**config.mk**
```make
export PLATFORM = sky130hd
export DESIGN_NAME = div
export DESIGN_NICKNAME = d
export VERILOG_FILES = /design/src/rtl/div.sv
export SDC_FILE = /design/constraint.sdc
export NUM_CORES = 1
export LEC_CHECK = 0
export ABC_AREA = 1
export BUFFER_PORTS_ARGS = -buffer_cell sky130_fd_sc_hd__buf_2
export CELL_PAD_IN_SITES_DETAIL_PLACEMENT = 0
export CELL_PAD_IN_SITES_GLOBAL_PLACEMENT = 2
export CORE_UTILIZATION = 33
export CTS_CLUSTER_SIZE = 28
export DETAILED_ROUTE_END_ITERATION = 6
export PLACE_DENSITY_LB_ADDON = 0.12
export SYNTH_ARGS = -nofsm -noshare
export SYNTH_HDL_FRONTEND = slang
export SYNTH_SLANG_ARGS = --single-unit
export TNS_END_PERCENT = 30
```
**constraint.sdc**
```tcl
create_clock -name clk -period 4.2 [get_ports clk]
set_input_delay 0.21 -clock clk [delete_from_list [all_inputs] [get_ports clk]]
set_output_delay 0.21 -clock clk [all_outputs]
set_load 0.05 [all_outputs]
```
**src/rtl/div.sv**
```systemverilog
// 32-bit restoring divider for the EX stage. Handles signed (DIV) and unsigned
// (DIVU) operations, producing {remainder, quotient} after 32 iterations, or
// a zero result two edges after acceptance on a zero divisor.
module div (
    input  logic        clk,
    input  logic        rst,
    input  logic        signed_div_i,
    input  logic [31:0] opdata1_i,
    input  logic [31:0] opdata2_i,
    input  logic        start_i,
    input  logic        annul_i,
    output logic [63:0] result_o,
    output logic        ready_o
);

    typedef enum logic [1:0] {StFree, StByZero, StOn, StEnd} state_e;

    state_e      state_q;
    logic [5:0]  cnt_q;
    // {partial remainder, dividend/quotient}; bit 0 receives each new quotient bit
    logic [64:0] dividend_q;
    logic [31:0] divisor_q;
    logic        quo_neg_q;
    logic        rem_neg_q;

    logic        a_neg;
    logic        b_neg;
    logic [31:0] abs_a;
    logic [31:0] abs_b;
    logic [32:0] div_temp;
    logic [64:0] dividend_step;
    logic [31:0] quo_raw;
    logic [31:0] rem_raw;
    logic [31:0] quo_fix;
    logic [31:0] rem_fix;

    // Operand magnitudes, one restoring step and the final sign fixup
    always_comb begin
        a_neg = signed_div_i & opdata1_i[31];
        b_neg = signed_div_i & opdata2_i[31];
        abs_a = a_neg ? (~opdata1_i + 32'd1) : opdata1_i;
        abs_b = b_neg ? (~opdata2_i + 32'd1) : opdata2_i;

        // Borrow out (bit 32) means the trial subtraction failed: keep remainder
        div_temp = {1'b0, dividend_q[63:32]} - {1'b0, divisor_q};
        if (div_temp[32]) begin
            dividend_step = {dividend_q[63:0], 1'b0};
        end else begin
            dividend_step = {div_temp[31:0], dividend_q[31:0], 1'b1};
        end

        quo_raw = dividend_step[31:0];
        rem_raw = dividend_step[64:33];
        // -2^31 / -1 falls out naturally: magnitude 0x80000000 is not negated
        quo_fix = quo_neg_q ? (~quo_raw + 32'd1) : quo_raw;
        rem_fix = rem_neg_q ? (~rem_raw + 32'd1) : rem_raw;
    end

    // Control FSM with registered result and ready
    always_ff @(posedge clk or negedge rst) begin
        if (!rst) begin
            state_q    <= StFree;
            cnt_q      <= 6'd0;
            dividend_q <= 65'd0;
            divisor_q  <= 32'd0;
            quo_neg_q  <= 1'b0;
            rem_neg_q  <= 1'b0;
            result_o   <= 64'd0;
            ready_o    <= 1'b0;
        end else begin
            case (state_q)
                StFree: begin
                    ready_o  <= 1'b0;
                    result_o <= 64'd0;
                    if (start_i && !annul_i) begin
                        if (opdata2_i == 32'd0) begin
                            state_q <= StByZero;
                        end else begin
                            state_q    <= StOn;
                            cnt_q      <= 6'd0;
                            dividend_q <= {32'd0, abs_a, 1'b0};
                            divisor_q  <= abs_b;
                            quo_neg_q  <= a_neg ^ b_neg;
                            rem_neg_q  <= a_neg;
                        end
                    end
                end
                StByZero: begin
                    result_o <= 64'd0;
                    if (annul_i) begin
                        state_q <= StFree;
                        ready_o <= 1'b0;
                    end else begin
                        state_q <= StEnd;
                        ready_o <= 1'b1;
                    end
                end
                StOn: begin
                    if (annul_i) begin
                        state_q  <= StFree;
                        cnt_q    <= 6'd0;
                        ready_o  <= 1'b0;
                        result_o <= 64'd0;
                    end else begin
                        dividend_q <= dividend_step;
                        cnt_q      <= cnt_q + 6'd1;
                        if (cnt_q == 6'd31) begin
                            result_o <= {rem_fix, quo_fix};
                            ready_o  <= 1'b1;
                            state_q  <= StEnd;
                        end
                    end
                end
                StEnd: begin
                    if (!start_i) begin
                        state_q  <= StFree;
                        ready_o  <= 1'b0;
                        result_o <= 64'd0;
                    end
                end
                default: begin
                    state_q  <= StFree;
                    ready_o  <= 1'b0;
                    result_o <= 64'd0;
                end
            endcase
        end
    end

endmodule
```
# ---- Yosys cells after proc, flatten, opt, wreduce, memory -nomap -nowiden
# Cells that the tools add are included.
dict set report totals {
  regBits 171
  latchBits 0
  ramBits 0
  mem_bits_ro 0
  inputBits 69
  output_inout_bits 65
  wordCells 71
  n_memories 0
}
dict set report classes {
  add_sub_neg 6
  n_mul 0
  div_mod_pow 0
  magnitude_cmp 0
  eq_ne 9
  shift 0
  mux 29
  n_bitwise 8
  n_reduce_logical 11
}
# op count
set ops {}
lappend ops {{64-bit 2-to-1 mux} 6}
lappend ops {{64-bit one-hot mux with 3 select lines} 1}
lappend ops {{32-bit by 1-bit adder with 32-bit output (second input constant)} 4}
lappend ops {{32-bit 2-to-1 mux} 4}
lappend ops {{32-bit inverter} 4}
lappend ops {{64-bit one-hot mux with 2 select lines} 1}
lappend ops {{65-bit 2-to-1 mux} 1}
lappend ops {{32-bit by 32-bit subtractor with 33-bit output} 1}
lappend ops {{32-bit logical NOT} 1}
lappend ops {{6-bit 2-to-1 mux} 3}
lappend ops {{2-bit 2-to-1 mux} 6}
lappend ops {{6-bit one-hot mux with 2 select lines} 1}
lappend ops {{3-bit AND reduction} 3}
lappend ops {{2-bit inequality test (second input constant)} 4}
lappend ops {{2-bit one-hot mux with 4 select lines} 1}
lappend ops {{6-bit by 1-bit adder with 6-bit output (second input constant)} 1}
lappend ops {{6-bit by 5-bit equality test with 1-bit output (second input constant)} 1}
lappend ops {{2-bit equality test (second input constant)} 2}
lappend ops {{1-bit 2-to-1 mux} 4}
lappend ops {{1-bit one-hot mux with 4 select lines} 1}
lappend ops {{4-bit AND reduction} 1}
lappend ops {{3-bit inequality test (second input constant)} 1}
lappend ops {{1-bit bitwise AND} 2}
lappend ops {{2-bit by 1-bit equality test with 1-bit output (second input constant)} 1}
lappend ops {{other kinds (8)} 8}

# ---- Longest topological paths before layout
dict set report logic_depth {
  ltp_word 8
  mapped_depth 28
  ltp_nobuf 27
}

# ---- Worst setup path after synthesis
# Ideal clock, no wire load.
dict set report synth_path {
  path_type {flip-flop to flip-flop}
  startpoint {register dividend_q[39]}
  endpoint {register result_o[26]}
  setup_ps 123
  arrival_time_ps 3321
  required_time_ps 4077
  path_slack_ps 756
  path_stages_with_launch 26
  path_buffers 1
  period_less_slack_ps 3444
  cell_sequence {dfrtp_1 ha_1 nand2_1 inv_1 a21oi_2 nand2_2 nand2_2 nand2_2 nand2_4 nand2_4 inv_2 buf_2 ha_1 nand3_1 nor3_1 inv_1 nor3_1 nand3_1 nor2_1 nand3_1 nand2_1 o211ai_1 a21oi_1 a21oi_1 o21ai_0 nand2_1}
}
dict set report synth_via {
  elab_chain_len 8
}
# item line
set synth_rtl {}
lappend synth_rtl {{start, declared} 21} ;# logic [64:0] dividend_q;
lappend synth_rtl {{start signal, assigned} 81} ;# dividend_q <= {32'd0, abs_a, 1'b0};
lappend synth_rtl {{start signal, assigned} 105} ;# dividend_q <= dividend_step;
lappend synth_rtl {{32-bit by 32-bit subtractor with 33-bit output} 45} ;# div_temp = {1'b0, dividend_q[63:32]} - {1'b0, divisor_q};
lappend synth_rtl {{65-bit 2-to-1 mux} 46} ;# if (div_temp[32]) begin
lappend synth_rtl {{32-bit inverter} 55} ;# quo_fix = quo_neg_q ? (~quo_raw + 32'd1) : quo_raw;
lappend synth_rtl {{32-bit by 1-bit adder with 32-bit output} 55}
lappend synth_rtl {{32-bit 2-to-1 mux} 55}
lappend synth_rtl {{64-bit 2-to-1 mux} 107} ;# if (cnt_q == 6'd31) begin
lappend synth_rtl {{64-bit 2-to-1 mux} 99} ;# if (annul_i) begin
lappend synth_rtl {{64-bit one-hot mux with 3 select lines} 71} ;# case (state_q)
lappend synth_rtl {{end signal, assigned} 108} ;# result_o <= {rem_fix, quo_fix};
lappend synth_rtl {{end, declared} 12} ;# output logic [63:0] result_o,
# No other way between the ends. The select of a mux whose other input is x is not followed.
# A chain may end at the register's enable or synchronous reset.

# ---- Final worst setup path
dict set report layout_path {
  startpoint {register divisor_q[0]}
  endpoint {register result_o[58]}
}
dict set report layout_via {
  elab_chain_len 8
}
# item line
set layout_rtl {}
lappend layout_rtl {{start, declared} 22} ;# logic [31:0] divisor_q;
lappend layout_rtl {{start signal, assigned} 82} ;# divisor_q <= abs_b;
lappend layout_rtl {{32-bit by 32-bit subtractor with 33-bit output (*)} 45}
lappend layout_rtl {{65-bit 2-to-1 mux (*)} 46}
lappend layout_rtl {{32-bit inverter} 56} ;# rem_fix = rem_neg_q ? (~rem_raw + 32'd1) : rem_raw;
lappend layout_rtl {{32-bit by 1-bit adder with 32-bit output} 56}
lappend layout_rtl {{32-bit 2-to-1 mux (*)} 56}
lappend layout_rtl {{64-bit 2-to-1 mux (*)} 107}
lappend layout_rtl {{64-bit 2-to-1 mux (*)} 99}
lappend layout_rtl {{64-bit one-hot mux with 3 select lines (*)} 71}
# Every way passes the cells marked *; elsewhere a longest branch is shown, timed or not. The select of a mux whose other input is x is not followed.

==> impl_metrics.ini <==
[status]
status = completed

[worst_setup_path]
path_class = reg -> reg
start_kind = register
worstPathArrival_ns = 4.20
rr_worst_depth = 24
cp.required_ns = 4.55
rr_startpoint = divisor_q[0]
crit_fanout = 38
startpoint = divisor_q[0]
setup.worst_path.end_class = register

[placement]
globalplace.congestion = 0.896
place_area_um2 = 14300
dp_hpwl_mm = 37.4
pre_cts_ws_ns = 0.216
io_buffer_count = 133

[synthesis]
yosysWarningCount = 0
synth_area_um2 = 13100
postSynthAreaPerCell_um2 = 6.57
synth_area_leader_cell = dfrtp_1
ys_ff_latch = 171
synth_top_area_share_pct = 32.8
yosysUniqueCellTypes = 50
synthCells = 1989
synthesis.nets = 2100
synth_seq_area_share_pct = 32.8
synth_area_leaders = dfrtp_1 (33%), nand2_1 (18%), inv_1 (8.2%), o21ai_0 (6.2%), nor2_1 (4.8%)

[floorplanning]
die_area_um2 = 40400
num_io_pins = 134
rows = 72
fp.dieH_um = 201
die_w_um = 201
start_util_pct = 33.6
coreArea_um2 = 38800

[cells_and_area]
nets = 2212
layout_common_cells = nand2_1 (621), inv_1 (286), dfrtp_1 (171)
diodes = 0
syn2layout_area_growth_pct = 13.9
drive_gt1_share_pct = 13.1
final_common_cell = nand2_1
finish.instance_area_um2 = 14900
final.fill_count = 4278
fin_util_pct = 38.3

[detailed_routing]
drt-wirelength-per-cell_um = 18.0
drtPass1Iterations = 5
drtIter0Drc = 877
ant_nets = 0
finalWirelength_mm = 47.3
avgViaCountPerCell = 4.88
num_vias = 12800
drc = 0

[timing]
tightestPinTransition_ns = 1.04
fin_crit_sh_pct = 91.6
rsz0062_at_grt = no
final-max-slew-violation-count = 0
final.min_clock_period_ns = 3.85
setup_tns_ns = 0
setup_ws_ns = 0.353
setup_viol = 0
max_freq_ghz = 0.260
finalClockSkew_ns = 0.0178
final_hold_viol_count = 0
max_slew_margin_pct = 30.7

[global_route]
grt.overflow.total = 0
antenna_found_initial = 0
first_global_vias = 12600
grt_pass1_wl_mm = 74.4
grt_max_degree = 97
grt.total_usage_pct = 24.1

[clock_network]
clkLatencyLatePin_ns = 0.46
cts.path.max_buffers = 2
cts.clk_slew.worst_paths_ns = 0.07
cts_max_level = 4
cts_tree = done
cts_inserted_buffers = 17
cts_root_buf = clkbuf_16
postCtsSetupBuffers = 0
clock-sinks = 171

[worst_hold_path]
hp-start = opdata2_i[0]
worstHoldPathType = in -> reg
holdPathStages = 3

[job]
max_cap_violations = 0
==> cell families (layout without fill, tap and decap cells) <==
kind of cell | count (synthesis) | after routing | synth area share [%]
AOI/OAI and AO/OA | 305 | 305 | 13.1
buffers and inverters | 361 | 486 | 11.0
adders and majority gates | 42 | 42 | 4.08
DFF | 171 | 171 | 32.8
xor gates and xnor gates | 78 | 78 | 5.23
and+or+nand+nor | 1032 | 1032 | 33.9
==> worst paths after layout <==
| kind | slack (ns) | end |
|---|---|---|
| hold reg to reg | 0.47 | result_o[51] |
| setup / recovery | 0.35 | result_o[58] |
| setup reg to reg | 0.35 | result_o[58] |
| max in group asynchronous | 2.68 | divisor_q[27] |
| hold / removal | 0.08 | divisor_q[0] |
| min in group asynchronous | 0.37 | dividend_q[51] |
==> through the flow <==
step	hold WS, ns	instances
floorplan	-0.0856	1989
global placement	0.346	2599
detailed placement	0.380	2599
CTS	0.0589	2632
global route	0.0716	2632
finish	0.0803	2632
==> sequential cells by signal (all words and copies together), names as in the netlist <==
signal and flops:
dividend_q 64, result_o 64, quo_neg_q 1, divisor_q 32, cnt_q 6, rem_neg_q 1, state_q 2, ready_o 1
==> critical path: stages, from the launching register on <==
cell and delay (ns):
dfrtp_1 0.40, ha_1 0.21, fa_1 0.41, inv_1 0.09
nand2_1 0.05, nand2_1 0.09, nand3_1 0.10, nand2_2 0.12
nand2_2 0.07, nand2_2 0.10, nand2_4 0.06, nand2_4 0.09
buf_8 0.31, nand2_1 0.08, nand2_1 0.17, ha_1 0.25
nand3_1 0.20, nor2_4 0.24, nand2_2 0.10, nor2_1 0.15
nand2_1 0.10, nand2_1 0.07, nand2_1 0.05, nand3_1 0.12
nand2_1 0.06
==> synth_stat cells, drive strengths merged <==
| library cell | number |
|---|---|
| and3 | 1 |
| o21bai | 2 |
| o22ai | 23 |
| nor2 | 185 |
| o211ai | 22 |
| nor4 | 6 |
| or2 | 8 |
| dfrtp | 171 |
| o221ai | 1 |
| a32o | 7 |
| clkbuf | 41 |
| a221oi | 1 |
| nand4 | 20 |
| and2 | 3 |
| clkinv | 3 |
| a21boi | 1 |
| nor3 | 30 |
| buf | 20 |
| a21o | 1 |
| xor2 | 62 |
| nand2 | 655 |
| o21ai | 175 |
| fa | 1 |
| nand3b | 1 |
| o31ai | 6 |
| inv | 297 |
| nand3 | 123 |
| a21oi | 63 |
| ha | 41 |
| a31oi | 3 |
| xnor2 | 16 |
==> per-layer routing <==
metal	vias up	part of all wire [%]	track usage [%]	routed length, µm
met5	-	0	0	0
met4	0	1.5	5.94	697
met3	32	3.1	2.78	1460
met2	243	45	38.0	21400
met1	6039	50	34.7	23800
li1	6531	-	-	-
==> area by class of cell <==
type	instances	area (µm²)	area share, %
Multi-Input combinational cell	1457	7370	49.5
Sequential cell	171	4280	28.8
Inverter	300	1130	7.57
Timing Repair Buffer	154	865	5.81
Tap cell	518	648	4.36
Clock buffer	17	425	2.86
Clock inverter	15	173	1.16
==> timing repair <==
| item | CTS | global route |
|---|---|---|
| hold buffers | 1 | 0 |
| endpoints found under the hold margin | 95 | 0 |
| resized for setup | 0 | 4 |
| endpoints found under the setup margin | 0 | 7 |
Power is left out: the tool's default activity adds up to more than one toggle a clock period on the data nets, which glitch-free logic cannot reach.
